$ cat src/rtl/uart_rx.sv
`default_nettype none
// ============================================================================
//  Module   : uart_rx
//  Purpose  : Oversampled UART receiver with 3-sample majority vote; optional
//             parity check compiled in with macro UART_RX_PARITY_EN.
//  Revision : 1.0
// ============================================================================
module uart_rx #(
    parameter int DATA_WIDTH = 8,
    parameter int PRESCALE   = 8
) (
    input  logic                  CLK,
    input  logic                  RST,
    input  logic                  RX_IN,
    input  logic                  PAR_TYP,
    output logic [DATA_WIDTH-1:0] P_DATA,
    output logic                  data_valid,
    output logic                  stop_err,
    output logic                  par_err,
    output logic                  busy
);

    localparam int c_EDGE_W = $clog2(PRESCALE);
    localparam int c_BIT_W  = $clog2(DATA_WIDTH + 1);

    localparam logic [c_EDGE_W-1:0] c_EDGE_LAST = c_EDGE_W'(PRESCALE - 1);
    localparam logic [c_EDGE_W-1:0] c_SAMP0     = c_EDGE_W'(PRESCALE / 2 - 1);
    localparam logic [c_EDGE_W-1:0] c_SAMP1     = c_EDGE_W'(PRESCALE / 2);
    localparam logic [c_EDGE_W-1:0] c_SAMP2     = c_EDGE_W'(PRESCALE / 2 + 1);
    localparam logic [c_EDGE_W-1:0] c_EDGE_ONE  = c_EDGE_W'(1);
    localparam logic [c_BIT_W-1:0]  c_BIT_LAST  = c_BIT_W'(DATA_WIDTH - 1);
    localparam logic [c_BIT_W-1:0]  c_BIT_ONE   = c_BIT_W'(1);

    typedef enum logic [2:0] {
        S_IDLE   = 3'd0,
        S_START  = 3'd1,
        S_DATA   = 3'd2,
`ifdef UART_RX_PARITY_EN
        S_PARITY = 3'd3,
`endif
        S_STOP   = 3'd4
    } state_t;

    state_t                r_state;
    state_t                w_state_nxt;
    logic                  r_sync1;
    logic                  r_sync2;
    logic                  w_rx_s;
    logic [c_EDGE_W-1:0]   r_edge_cnt;
    logic [c_EDGE_W-1:0]   w_edge_nxt;
    logic [c_BIT_W-1:0]    r_bit_cnt;
    logic [c_BIT_W-1:0]    w_bit_nxt;
    logic [DATA_WIDTH-1:0] r_shift;
    logic [DATA_WIDTH-1:0] w_shift_nxt;
    logic [DATA_WIDTH-1:0] w_pdata_nxt;
    logic [2:0]            r_samp;
    logic                  w_edge_last;
    logic                  w_maj_reg;
    logic                  w_maj_stop;
    logic                  w_par_bad;
    logic                  w_dv_nxt;
    logic                  w_serr_nxt;
    logic                  w_perr_nxt;

    // Two-flop synchronizer; idle-high reset value avoids a false start.
    always_ff @(posedge CLK or posedge RST) begin
        if (RST) begin
            r_sync1 <= 1'b1;
            r_sync2 <= 1'b1;
        end else begin
            r_sync1 <= RX_IN;
            r_sync2 <= r_sync1;
        end
    end

    assign w_rx_s = r_sync2;

    always_ff @(posedge CLK or posedge RST) begin
        if (RST) begin
            r_samp <= 3'b000;
        end else begin
            if (r_edge_cnt == c_SAMP0) r_samp[0] <= w_rx_s;
            if (r_edge_cnt == c_SAMP1) r_samp[1] <= w_rx_s;
            if (r_edge_cnt == c_SAMP2) r_samp[2] <= w_rx_s;
        end
    end

    assign w_edge_last = (r_edge_cnt == c_EDGE_LAST);
    assign w_maj_reg   = (r_samp[0] & r_samp[1]) | (r_samp[0] & r_samp[2]) | (r_samp[1] & r_samp[2]);
    // STOP decides in the cycle of the third sample, so that sample is taken live.
    assign w_maj_stop  = (r_samp[0] & r_samp[1]) | (r_samp[0] & w_rx_s) | (r_samp[1] & w_rx_s);

`ifdef UART_RX_PARITY_EN
    logic r_par_typ;
    logic w_par_typ_nxt;
    logic r_par_bit;
    logic w_par_bit_nxt;

    assign w_par_bad = r_par_bit != ((^r_shift) ^ r_par_typ);
`else
    logic w_unused_par_typ;

    assign w_unused_par_typ = PAR_TYP;
    assign w_par_bad        = 1'b0;
`endif

    always_comb begin
        w_state_nxt = r_state;
        w_edge_nxt  = w_edge_last ? '0 : r_edge_cnt + c_EDGE_ONE;
        w_bit_nxt   = r_bit_cnt;
        w_shift_nxt = r_shift;
        w_pdata_nxt = P_DATA;
        w_dv_nxt    = 1'b0;
        w_serr_nxt  = 1'b0;
        w_perr_nxt  = 1'b0;
`ifdef UART_RX_PARITY_EN
        w_par_typ_nxt = r_par_typ;
        w_par_bit_nxt = r_par_bit;
`endif
        case (r_state)
            S_IDLE: begin
                w_edge_nxt = '0;
                if (!w_rx_s) begin
                    w_state_nxt = S_START;
`ifdef UART_RX_PARITY_EN
                    w_par_typ_nxt = PAR_TYP;
`endif
                end
            end
            S_START: begin
                if (w_edge_last) begin
                    if (w_maj_reg) begin
                        w_state_nxt = S_IDLE;
                    end else begin
                        w_state_nxt = S_DATA;
                        w_bit_nxt   = '0;
                    end
                end
            end
            S_DATA: begin
                if (w_edge_last) begin
                    w_shift_nxt = {w_maj_reg, r_shift[DATA_WIDTH-1:1]};
                    w_bit_nxt   = r_bit_cnt + c_BIT_ONE;
                    if (r_bit_cnt == c_BIT_LAST) begin
`ifdef UART_RX_PARITY_EN
                        w_state_nxt = S_PARITY;
`else
                        w_state_nxt = S_STOP;
`endif
                    end
                end
            end
`ifdef UART_RX_PARITY_EN
            S_PARITY: begin
                if (w_edge_last) begin
                    w_par_bit_nxt = w_maj_reg;
                    w_state_nxt   = S_STOP;
                end
            end
`endif
            S_STOP: begin
                if (r_edge_cnt == c_SAMP2) begin
                    w_state_nxt = S_IDLE;
                    w_edge_nxt  = '0;
                    w_serr_nxt  = !w_maj_stop;
                    w_perr_nxt  = w_par_bad;
                    if (w_maj_stop && !w_par_bad) begin
                        w_dv_nxt    = 1'b1;
                        w_pdata_nxt = r_shift;
                    end
                end
            end
            default: begin
                w_state_nxt = S_IDLE;
                w_edge_nxt  = '0;
            end
        endcase
    end

    always_ff @(posedge CLK or posedge RST) begin
        if (RST) begin
            r_state    <= S_IDLE;
            r_edge_cnt <= '0;
            r_bit_cnt  <= '0;
            r_shift    <= '0;
            P_DATA     <= '0;
            data_valid <= 1'b0;
            stop_err   <= 1'b0;
        end else begin
            r_state    <= w_state_nxt;
            r_edge_cnt <= w_edge_nxt;
            r_bit_cnt  <= w_bit_nxt;
            r_shift    <= w_shift_nxt;
            P_DATA     <= w_pdata_nxt;
            data_valid <= w_dv_nxt;
            stop_err   <= w_serr_nxt;
        end
    end

`ifdef UART_RX_PARITY_EN
    always_ff @(posedge CLK or posedge RST) begin
        if (RST) begin
            r_par_typ <= 1'b0;
            r_par_bit <= 1'b0;
            par_err   <= 1'b0;
        end else begin
            r_par_typ <= w_par_typ_nxt;
            r_par_bit <= w_par_bit_nxt;
            par_err   <= w_perr_nxt;
        end
    end
`else
    logic w_unused_perr;

    assign w_unused_perr = w_perr_nxt;
    assign par_err       = 1'b0;
`endif

    assign busy = (r_state != S_IDLE);

endmodule
`default_nettype wire

$ cat config.mk
export PLATFORM = sky130hd
export DESIGN_NAME = uart_rx
export DESIGN_NICKNAME = d
export VERILOG_FILES = /design/src/rtl/uart_rx.sv
export SDC_FILE = /design/constraint.sdc
export NUM_CORES = 1
export LEC_CHECK = 0
export ABC_AREA = 1
export CAP_MARGIN = 20
export CORE_ASPECT_RATIO = 0.6
export CORE_MARGIN = 3
export CORE_UTILIZATION = 46
export CTS_BUF_LIST = sky130_fd_sc_hd__clkbuf_8
export DETAILED_ROUTE_END_ITERATION = 7
export HOLD_SLACK_MARGIN = 0.03
export PLACE_DENSITY = 0.67
export SLEW_MARGIN = 0
export SYNTH_ARGS = -nofsm -noshare
export SYNTH_HDL_FRONTEND = slang
export SYNTH_SLANG_ARGS = --single-unit
$ cat constraint.sdc
create_clock -name CLK -period 2.1 [get_ports CLK]
set_input_delay 0.315 -clock CLK [delete_from_list [all_inputs] [get_ports CLK]]
set_output_delay 0.315 -clock CLK [all_outputs]
set_load 0.005 [all_outputs]
==> qor.csv <==
metric;value;unit
status;finished clean;
yosys warns;0;
RSZ-0062 raised after global routing;false;
Area after DPL;0.00175;mm^2
Die X-Extent;82.0;um
top cells by count, synth;nand2_1, dfrtp_1, inv_1;
Seq/Total Area, Yosys;0.520;
Synth async-reset ratio;1.00;
Post-DRT Antenna Nets;0;
Synth top area share;0.487;
Synth cell types;26;
Root Buffer Master;clkbuf_8;
Hold EP;r_sync2;
clock latency on the worst-skew pair;0.28;ns
Site Rows;15;
Syn Nets;181;
Residual DRC;0;
crit share post-route;0.840;
Synth Instances;170;
combinational power share;0.297;
TritonCTS Buffers;5;
clk sinks;33;
initial core utilization;0.517;
Crit Reg-Reg Endpoint;r_state[1];
fin crit period;1.76;ns
first-pass GRT wire length;4910;um
pin count of the biggest net entering global routing;34;
setup_tns;0;ns
Synth area leaders;dfrtp_1, nand2_1, o21ai_2;
Hold Crit Depth;0;
DRT iter0 DRCs;94;
# Max-Cap Violations;0;
#FFs+latches synth;33;
initial antenna violation count;0;
cell with the most instances after synthesis;nand2_1;
Leak;0.904;nW
input/output buffers;13;
Total GRT Usage;0.157;
hold_sp;r_sync1;
synthesized area;0.00159;mm^2
Max Freq;0.567;GHz
RR Startpoint;r_edge_cnt[0];
CTS tree;done;
deepest clock path buffer count;2;
cell depth of the worst flop-to-flop path;8;
Routed WL;2770;um
Hold Buf Count CTS;0;
gpl congestion;0.774;
Post-CTS Setup Bufs;0;
die area;0.00423;mm^2
H-Tree Depth;2;
chip height;51.6;um
ratio of cells with drive above 1 in the final layout;0.212;
IO Count;16;
Setup CP Type;reg -> out;
switching power;0.693;mW
Area growth, synth to finish;17.4;%
design area;0.00187;mm^2
Peak supply drop;654;uV
diode count;0;
Sw Ratio;0.347;
vias;1149;
clock share of power;0.300;
vias per inst;4.97;
core area;0.00308;mm^2
remaining global-route overflow;0;
leading area contributor after synthesis;dfrtp_1;
Crit Path Max Fanout;5;
main flop type after synthesis;dfrtp_1;
Critical Path End Type;output port;
pwr dens;1070;mW/mm^2
Clock Skew;0.00478;ns
max-slew violations;0;
R2R setup slack;0.48;ns
Hold Fails Final Rpt;0;
Post-synth EDFFs;0;
startpoint types;flip-flop;
final setup violation count;0;
crit path DAT;1.45;ns
clock slew at reported path FFs;0.07;ns
wire length per cell;12.0;um
hold crit path type;reg -> reg;
drt pass-1 iters;4;
required time of the critical path;1.78;ns
DP Wirelength;2070;um
Pint;1.31;mW
sequential power share;0.403;
synthesized area per cell;9.37;um^2
Final nets;199;
Post-CTS Resized;0;
vias in the first global route;1144;
[per-stage QoR]
step	power [mW]	hold slack (ns)	setup slack, ns	cells	util
global placement	1.38	0.347	0.551	223	0.570
floorplan	1.26	0.319	0.665	170	-
global route	2.14	0.366	0.261	231	0.607
finish	2.00	0.360	0.336	231	0.607
CTS	2.02	0.361	0.327	231	0.607
detailed placement	1.41	0.348	0.506	223	0.570
[cells by family (layout without fill, tap and decap cells)]
| family | after synthesis | after routing | share of synthesized area |
|---|---|---|---|
| simple gates | 76 | 76 | 0.222 |
| buf+inv | 26 | 45 | 0.0731 |
| fa+ha+maj | 7 | 7 | 0.0550 |
| other cells | 1 | 1 | 0.00235 |
| compound gates | 25 | 25 | 0.116 |
| xor+xnor | 2 | 2 | 0.0110 |
| flops | 33 | 33 | 0.520 |
[layout make-up]
type,count,area (um^2)
clock buffers,6,82.6
clock inverters,2,33.8
fillers,265,1210
inverters,23,86.3
multi-input cells,111,648
flip-flops and latches,33,828
well taps,42,52.6
repair buffers,14,138
[how the worst max path moves through the flow]
stage	to	start	slack [ns]
after floorplan	r_state[1]	r_edge_cnt[0]	0.66
after global placement	r_state[2]	r_edge_cnt[0]	0.55
after detailed placement	r_state[1]	r_edge_cnt[0]	0.51
after CTS	busy	r_state[0]	0.33
after global routing	busy	r_state[0]	0.26
final	busy	r_state[0]	0.34
[power by group through the flow]
stage | Combinational (mW) | Sequential, mW | Clock (mW)
finish | 0.593 | 0.806 | 0.599
global route | 0.679 | 0.820 | 0.638
CTS | 0.598 | 0.805 | 0.612
detailed placement | 0.594 | 0.816 | 0
global placement | 0.570 | 0.812 | 0
floorplan | 0.459 | 0.799 | 0
[placed cells by master, fill, tap and decap left out, types with 2 or more instances in the layout]
cell type	n
nand2_1	38
dfrtp_1	31
inv_1	22
o21ai_2	14
clkdlybuf4s50_1	13
nor2_1	11
nand3_1	10
ha_1	7
nand2_2	6
clkbuf_8	6
o21ai_0	5
nor2_2	4
a21oi_1	3
nor2_4	2
inv_2	2
nor3_1	2
dfstp_2	2
[sequential cells by signal (all words and copies together) (netlist names)]
| signal | cells |
|---|---|
| r_sync2 | 1 |
| P_DATA | 8 |
| stop_err | 1 |
| r_bit_cnt | 4 |
| r_samp | 3 |
| r_shift | 8 |
| data_valid | 1 |
| r_sync1 | 1 |
| r_state | 3 |
| r_edge_cnt | 3 |
[critical path, cell delays in order (launching register included)]
cell,delay [ns]
dfrtp_1,0.46
nor2_4,0.18
nand2_1,0.08
clkdlybuf4s50_1,0.45
[per-layer routing]
metal,wire (um),GRT usage,vias up,share of wire
met5,0,0,-,0
met2,1250,0.251,26,0.45
met3,123,0.0467,8,0.044
met1,1340,0.197,546,0.49
li1,-,-,569,-
met4,47,0.0691,0,0.017
No activity file was read; power rests on OpenSTA's default activity.
